## src/rtl/fifo_pkg.sv

```systemverilog
// Shared sizing constants and types for the 16 x 8 FIFO slice.
package fifo_pkg;

  localparam int unsigned FIFO_WIDTH     = 8;
  localparam int unsigned FIFO_DEPTH     = 16;
  localparam int unsigned FIFO_ADDR_SIZE = 4;

  // One stored data word.
  typedef logic [FIFO_WIDTH-1:0] word_t;

  // Read/write pointer: index bits plus one wrap bit above them.
  typedef logic [FIFO_ADDR_SIZE:0] ptr_t;

endpackage : fifo_pkg

```

## src/rtl/fifo_mem.sv

```systemverilog
// Register-array storage: one synchronous write port, one synchronous read
// port whose output register is cleared by reset (the array itself is not).
module fifo_mem
  import fifo_pkg::*;
#(
  parameter int unsigned width     = FIFO_WIDTH,
  parameter int unsigned depth     = FIFO_DEPTH,
  parameter int unsigned addr_size = FIFO_ADDR_SIZE
) (
  input  logic                 clk,
  input  logic                 rst,
  input  logic                 wr_en,
  input  logic [addr_size-1:0] wr_addr,
  input  logic [width-1:0]     wr_data,
  input  logic                 rd_en,
  input  logic [addr_size-1:0] rd_addr,
  output logic [width-1:0]     rd_data
);

  logic [width-1:0] mem_q [depth];
  logic [width-1:0] mem_d [depth];
  logic [width-1:0] rd_data_q;
  logic [width-1:0] rd_data_d;

  // Next array contents: only the addressed word changes on a write.
  always_comb begin
    for (int unsigned i = 0; i < depth; i++) begin
      mem_d[i] = mem_q[i];
    end
    if (wr_en) begin
      mem_d[wr_addr] = wr_data;
    end
  end

  // Storage array; deliberately has no reset.
  always_ff @(posedge clk) begin
    for (int unsigned i = 0; i < depth; i++) begin
      mem_q[i] <= mem_d[i];
    end
  end

  // Next read register: load the addressed word on a read, otherwise hold.
  always_comb begin
    rd_data_d = rd_data_q;
    if (rd_en) begin
      rd_data_d = mem_q[rd_addr];
    end
  end

  // Read output register with asynchronous active-low clear.
  always_ff @(posedge clk or negedge rst) begin
    if (!rst) begin
      rd_data_q <= '0;
    end else begin
      rd_data_q <= rd_data_d;
    end
  end

  assign rd_data = rd_data_q;

endmodule : fifo_mem

```

## src/rtl/fifo_16_8.sv

```systemverilog
// Single-clock FIFO, 16 x 8, registered read data, empty/full flags derived
// from wrap-bit pointers.
module fifo_16_8
  import fifo_pkg::*;
#(
  parameter int unsigned width     = FIFO_WIDTH,
  parameter int unsigned depth     = FIFO_DEPTH,
  parameter int unsigned addr_size = FIFO_ADDR_SIZE
) (
  input  logic             clk,
  input  logic             rst,
  input  logic [width-1:0] data_in,
  input  logic             wr_en,
  input  logic             rd_en,
  output logic [width-1:0] data_out,
  output logic             empty,
  output logic             full
);

  localparam logic [addr_size:0] PtrOne = {{addr_size{1'b0}}, 1'b1};

  logic [addr_size:0] wr_ptr_q;
  logic [addr_size:0] wr_ptr_d;
  logic [addr_size:0] rd_ptr_q;
  logic [addr_size:0] rd_ptr_d;
  logic               wr_accept;
  logic               rd_accept;

  // Status flags straight from the pointers; equal index bits with differing
  // wrap bits means the writer is a full lap ahead.
  always_comb begin
    empty = (wr_ptr_q == rd_ptr_q);
    full  = (wr_ptr_q[addr_size] != rd_ptr_q[addr_size]) &&
            (wr_ptr_q[addr_size-1:0] == rd_ptr_q[addr_size-1:0]);
  end

  // Accept decisions and pointer advance, each side judged on current flags
  // only, so an empty FIFO never forwards a same-cycle write to the output.
  always_comb begin
    wr_accept = wr_en && !full;
    rd_accept = rd_en && !empty;
    wr_ptr_d  = wr_ptr_q;
    rd_ptr_d  = rd_ptr_q;
    if (wr_accept) begin
      wr_ptr_d = wr_ptr_q + PtrOne;
    end
    if (rd_accept) begin
      rd_ptr_d = rd_ptr_q + PtrOne;
    end
  end

  // Pointer registers with asynchronous active-low clear.
  always_ff @(posedge clk or negedge rst) begin
    if (!rst) begin
      wr_ptr_q <= '0;
      rd_ptr_q <= '0;
    end else begin
      wr_ptr_q <= wr_ptr_d;
      rd_ptr_q <= rd_ptr_d;
    end
  end

  fifo_mem #(
    .width     (width),
    .depth     (depth),
    .addr_size (addr_size)
  ) u_mem (
    .clk     (clk),
    .rst     (rst),
    .wr_en   (wr_accept),
    .wr_addr (wr_ptr_q[addr_size-1:0]),
    .wr_data (data_in),
    .rd_en   (rd_accept),
    .rd_addr (rd_ptr_q[addr_size-1:0]),
    .rd_data (data_out)
  );

endmodule : fifo_16_8

```

## config.mk

```make
export PLATFORM = sky130hd
export DESIGN_NAME = fifo_16_8
export DESIGN_NICKNAME = d
export VERILOG_FILES = /design/src/rtl/fifo_pkg.sv /design/src/rtl/fifo_mem.sv /design/src/rtl/fifo_16_8.sv
export SDC_FILE = /design/constraint.sdc
export NUM_CORES = 1
export LEC_CHECK = 0
export CORE_ASPECT_RATIO = 1.4
export CORE_MARGIN = 1.5
export CORE_UTILIZATION = 50
export CTS_CLUSTER_DIAMETER = 100
export CTS_CLUSTER_SIZE = 12
export DETAILED_ROUTE_END_ITERATION = 6
export PLACE_DENSITY = 0.7
export REMOVE_ABC_BUFFERS = 1
export SETUP_SLACK_MARGIN = 0.4
export SKIP_CTS_REPAIR_TIMING = 1
export SYNTH_ARGS = -nofsm -noshare
export SYNTH_HDL_FRONTEND = slang
export SYNTH_HIERARCHICAL = 1
export SYNTH_SLANG_ARGS = --single-unit
```

## constraint.sdc

```tcl
create_clock -name clk -period 2.2 [get_ports clk]
set_input_delay 0.33 -clock clk [delete_from_list [all_inputs] [get_ports clk]]
set_output_delay 0.33 -clock clk [all_outputs]
set_load 0.005 [all_outputs]
```

; After elaboration in Yosys (flattened, before gate mapping)
; Memories as Yosys holds them, arrays and structs flattened. A register that Yosys moved wholly into a read port is not among the register bits.
; Cells that the tools add are included.
[op_classes]
order_cmp = 2
n_addsub = 2
n_bitwise = 1
mux = 4
eq_ne = 3
n_reduce_logical = 7
[op_table]
columns = cell, n
row1 = 128-bit bitwise mux, 1
row2 = 128-bit 2-to-1 mux, 1
row3 = 8-bit demux with 4-bit select, 1
row4 = 5-bit by 1-bit adder with 5-bit output (second input constant), 2
row5 = 8-bit 2-to-1 mux, 1
row6 = 5-bit equality test, 1
row7 = 5-bit >= comparator (second input constant), 1
row8 = 5-bit by 1-bit less-than comparator with 1-bit output (second input constant), 1
row9 = 4-bit inverter with 5-bit output, 1
row10 = 4-bit equality test, 1
row11 = 1-bit logical AND, 4
row12 = 1-bit zero test, 3
row13 = 1-bit != test, 1
[word_totals]
wordCells = 22
in_bits = 12
out_inout_bits = 10
n_memories = 1
reg_bits = 10
ram_bits = 128
[memory_table]
columns = memory, depth, width, rd, rd_clocked_by_memory_dff, write_ports, line_no
row1 = u_mem.mem_q, 16, 8, 17, 1, 16, fifo_mem.sv:20  ; logic [width-1:0] mem_q [depth];

; Depth between registers and ports, before layout
[depth]
ltp_word = 7
mapped_depth = 8
mapped_depth_nobuf = 6

; Cells and area by module
; Netlist, hierarchy kept.
[by_module_without_submodules]
columns = mod, n_inst, cells_per_inst, seq_area_each_um2, area_per_inst_um2
row1 = fifo_mem, 1, 244, 4043.9, 5340.1
row2 = fifo_16_8, 1, 48, 250.2, 561.8

; Least setup slack after synthesis
; OpenSTA, ideal clock, no wires.
[synth_path]
kind = reg-to-reg
from = reg, netlist name wr_ptr_q[1]
to = mem u_mem/mem_q[1][0] in the netlist's numbering (enable)
setup_ps = 395
n_path_buf = 0
period_less_slack_ps = 2495
arrival_ps = 2100
required_ps = 1805
setup_slack_ps = -295
stages_incl_launch_ff = 6
cell_sequence = dfrtp_1 xnor2_1 and4_4 a21boi_2 nand2_1 nor4_1
[synth_lines]
columns = element, line_no
row1 = to (decl), fifo_mem.sv:20

==> metrics.md <==
| Metric | Value |
|---|---|
| Cell count after synthesis | `292` |
| Die X | `94.8 µm` |
| Avg WL per Cell | `23.4 µm` |
| Inserted Clock Buffers | `17` |
| Final period utilization | `0.920` |
| Die span in y | `132 µm` |
| Clock power frac | `0.260` |
| Crit path required time | `2.31 ns` |
| Detailed placer's ending HPWL | `7670 µm` |
| Die area | `12500 µm²` |
| EDFF count, synth | `128` |
| Sw Pwr | `3.14 mW` |
| Sw Ratio | `0.326` |
| Crit Path Class | `reg -> reg` |
| HP Class | `in -> async` |
| H-tree Lvls | `4` |
| Synthesized area | `5900 µm²` |
| Post-synthesis sequential area ratio | `0.728` |
| Cell accounting for the most synthesized area | `edfxtp_1` |
| Largest net degree at the start of global routing | `36` |
| Yosys cell types | `39` |
| Crit path cell chain | `xnor2_2 -> and4_4 -> a21boi_4 -> nand3_1 -> nor3_1 -> buf_4` |
| Via count | `2981` |
| Fmax | `0.494 GHz` |
| VDD IR-drop max | `0.000664 V` |
| Internal power | `6.50 mW` |
| Final weighted congestion of routability-driven global placement | `0.751` |
| CP peak stage delay | `0.46 ns` |
| Cells on worst reg2reg path | `6` |
| Initial antenna violation count | `0` |
| Worst path bufs/invs | `1` |
| Input/output buffers | `21` |
| Top cells by count, synth | `128 x edfxtp_1, 28 x mux4_2, 18 x dfrtp_1` |
| # diodes | `0` |
| Util after Layout | `0.633` |
| Busiest grt layer | `met2` |
| Setup WS post-layout | `0.177 ns` |
| Crit path DAT | `2.14 ns` |
| Final hold vios | `0` |
| Total track usage | `0.204` |
| Count leader, synth | `edfxtp_1` |
| Clock slew at reported path FFs | `0.06 ns` |
| Reg power frac | `0.382` |
| Clk_lat worst skew | `0.41 ns` |
| Longest Clk Path Bufs | `2` |
| Area Growth Syn to Fin | `22.3%` |
| DRC | `0` |
| Vias in the first global route | `3005` |
| Top_reg_cell synth | `edfxtp_1` |
| RSZ-0062 raised after global routing | `true` |
| Max-Cap Viols | `0` |
| Avg Inst Size Synth | `20.2 µm²` |
| Crit path from | `rd_ptr_q[1]` |
| First drt pass iteration count | `4` |
| Top Ports | `22` |
| Synth area leaders | `edfxtp_1 65%, mux4_2 11%, dfrtp_1 7.6%` |
| Root Driver | `clkbuf_16` |
| Layout cells sized above 1 | `0.368` |
| DRT antenna net count | `0` |
| Pre-CTS setup slack | `0.0698 ns` |
| Reg2Reg Setup Slack | `0.18 ns` |
| Avg Vias per Cell | `5.87` |
| Worst Setup Start Kind | `register` |
| Critical R2R Capture | `u_mem/mem_q[9][7]` |
| Least-Margin Pin Slew | `0.754 ns` |
| Initial core utilization | `0.518` |
| Final Power | `9.64 mW` |
| Pwr dens | `1340 nW/µm²` |
| Clk_skew | `0.00891 ns` |
| CP max-delay cell | `dfrtp_2` |
| WL final | `11900 µm` |
| Combinational Power Share | `0.358` |
| Met1 usage | `0.259` |
| CTS sink cnt | `146` |
| Delay-heaviest family, CP | `simple AND/OR/NAND/NOR gates` |
| Yosys warning total | `6` |
| DR iter-0 viols | `296` |
| Grt ovf | `0` |
| Largest fanout on the critical path | `8` |
| TritonCTS clock tree | `yes` |
| CORE AREA | `11400 µm²` |
| Run status | `finished, final reports clean` |
| Crit end category | `register` |
| Count of final setup violators | `0` |
| Row cnt | `46` |
| Min Clock Period, post-route | `2.02 ns` |
| Met3 Usage GRT | `0.0394` |
| Leakage | `2.48 nW` |
| Max-slew violations | `0` |
| Area fraction of the dominant cell type after synthesis | `0.651` |
| Ys async rst share | `0.123` |
| Seq cells post-synth | `146` |
| R2R Path Start | `rd_ptr_q[1]` |
| Final net count | `365` |
| Relative slew slack | `0.496` |
| GR Util met2 | `0.318` |
| First-pass GRT wire length | `17700 µm` |
stage by stage:
step           cells  hold slack (ns)  cell area, µm²  TNS, ns
2_1_floorplan    276           0.0344            5770  -118.36
3_3_place_gp     469            0.579            6400        0
6_report         508            0.363            7220        0
4_1_cts          501            0.369            6920   -0.436
5_1_grt          508            0.437            7220        0
3_5_place_dp     469            0.570            6400        0
how the worst max path moves through the flow:
stage,endpoint,cells past startpoint
after global placement,u_mem/mem_q[10][4],5
after global routing,u_mem/mem_q[9][7],6
final,u_mem/mem_q[9][7],6
after detailed placement,u_mem/mem_q[7][1],5
after floorplan,u_mem/mem_q[1][0],5
after CTS,empty,4
worst reg2reg max path, stage by stage, from the launching register on:
cell and delay [ns]:
dfrtp_2 0.46, xnor2_2 0.18, and4_4 0.20, a21boi_4 0.26, nand3_1 0.17, nor3_1 0.22, buf_4 0.23
sequential cells by signal, indices dropped and copies added (netlist names):
name and cells:
u_mem/mem_q 128, u_mem/rd_data 8, rd_ptr_q 5, wr_ptr_q 5
layout make-up:
| class | count | area [µm²] |
|---|---|---|
| Clock buffer | 17 | 425 |
| Clock inverter | 15 | 92.6 |
| Fill cell | 783 | 4180 |
| Inverter | 2 | 7.51 |
| Multi-Input combinational cell | 128 | 1660 |
| Sequential cell | 146 | 4300 |
| Tap cell | 144 | 180 |
| Timing Repair Buffer | 56 | 552 |
power groups by stage:
stage	registers [mW]	logic (mW)	clock network (mW)
final	3.68	3.45	2.51
after global routing	3.72	3.66	2.65
after CTS	3.66	3.02	2.54
after detailed placement	3.71	3.02	0
after global placement	3.70	2.98	0
after floorplan	3.96	1.60	0
cells in the final DEF, fill, tap and decap left out, types with 3 or more instances in the layout:
master	n
o22ai_1	8
nand2b_1	3
xnor2_1	5
dfrtp_1	16
nor3_4	8
buf_6	15
clkinv_2	7
nor2_1	11
mux4_1	4
buf_4	18
nand4_1	3
edfxtp_1	128
xnor2_2	4
clkdlybuf4s50_1	19
nor3_1	3
a221oi_2	8
mux4_2	28
o211ai_1	3
clkbuf_16	17
nor2_2	4
mux2i_1	8
cell families after synthesis:
group | after synthesis | share of synthesized area
DFF | 146 | 0.728
and+or+nand+nor | 48 | 0.0424
muxes | 42 | 0.143
AOI/OAI and AO/OA | 24 | 0.0396
buffers and inverters | 18 | 0.0244
xor gates and xnor gates | 12 | 0.0191
adders and majority gates | 2 | 0.00424
metal layers:
metal,wire [µm],vias up,part of all wire
met5,0,-,0
met2,6150,91,0.52
li1,-,1322,-
met1,4750,1544,0.40
met3,448,24,0.038
met4,557,0,0.047
No activity file was read; power rests on OpenSTA's default activity.
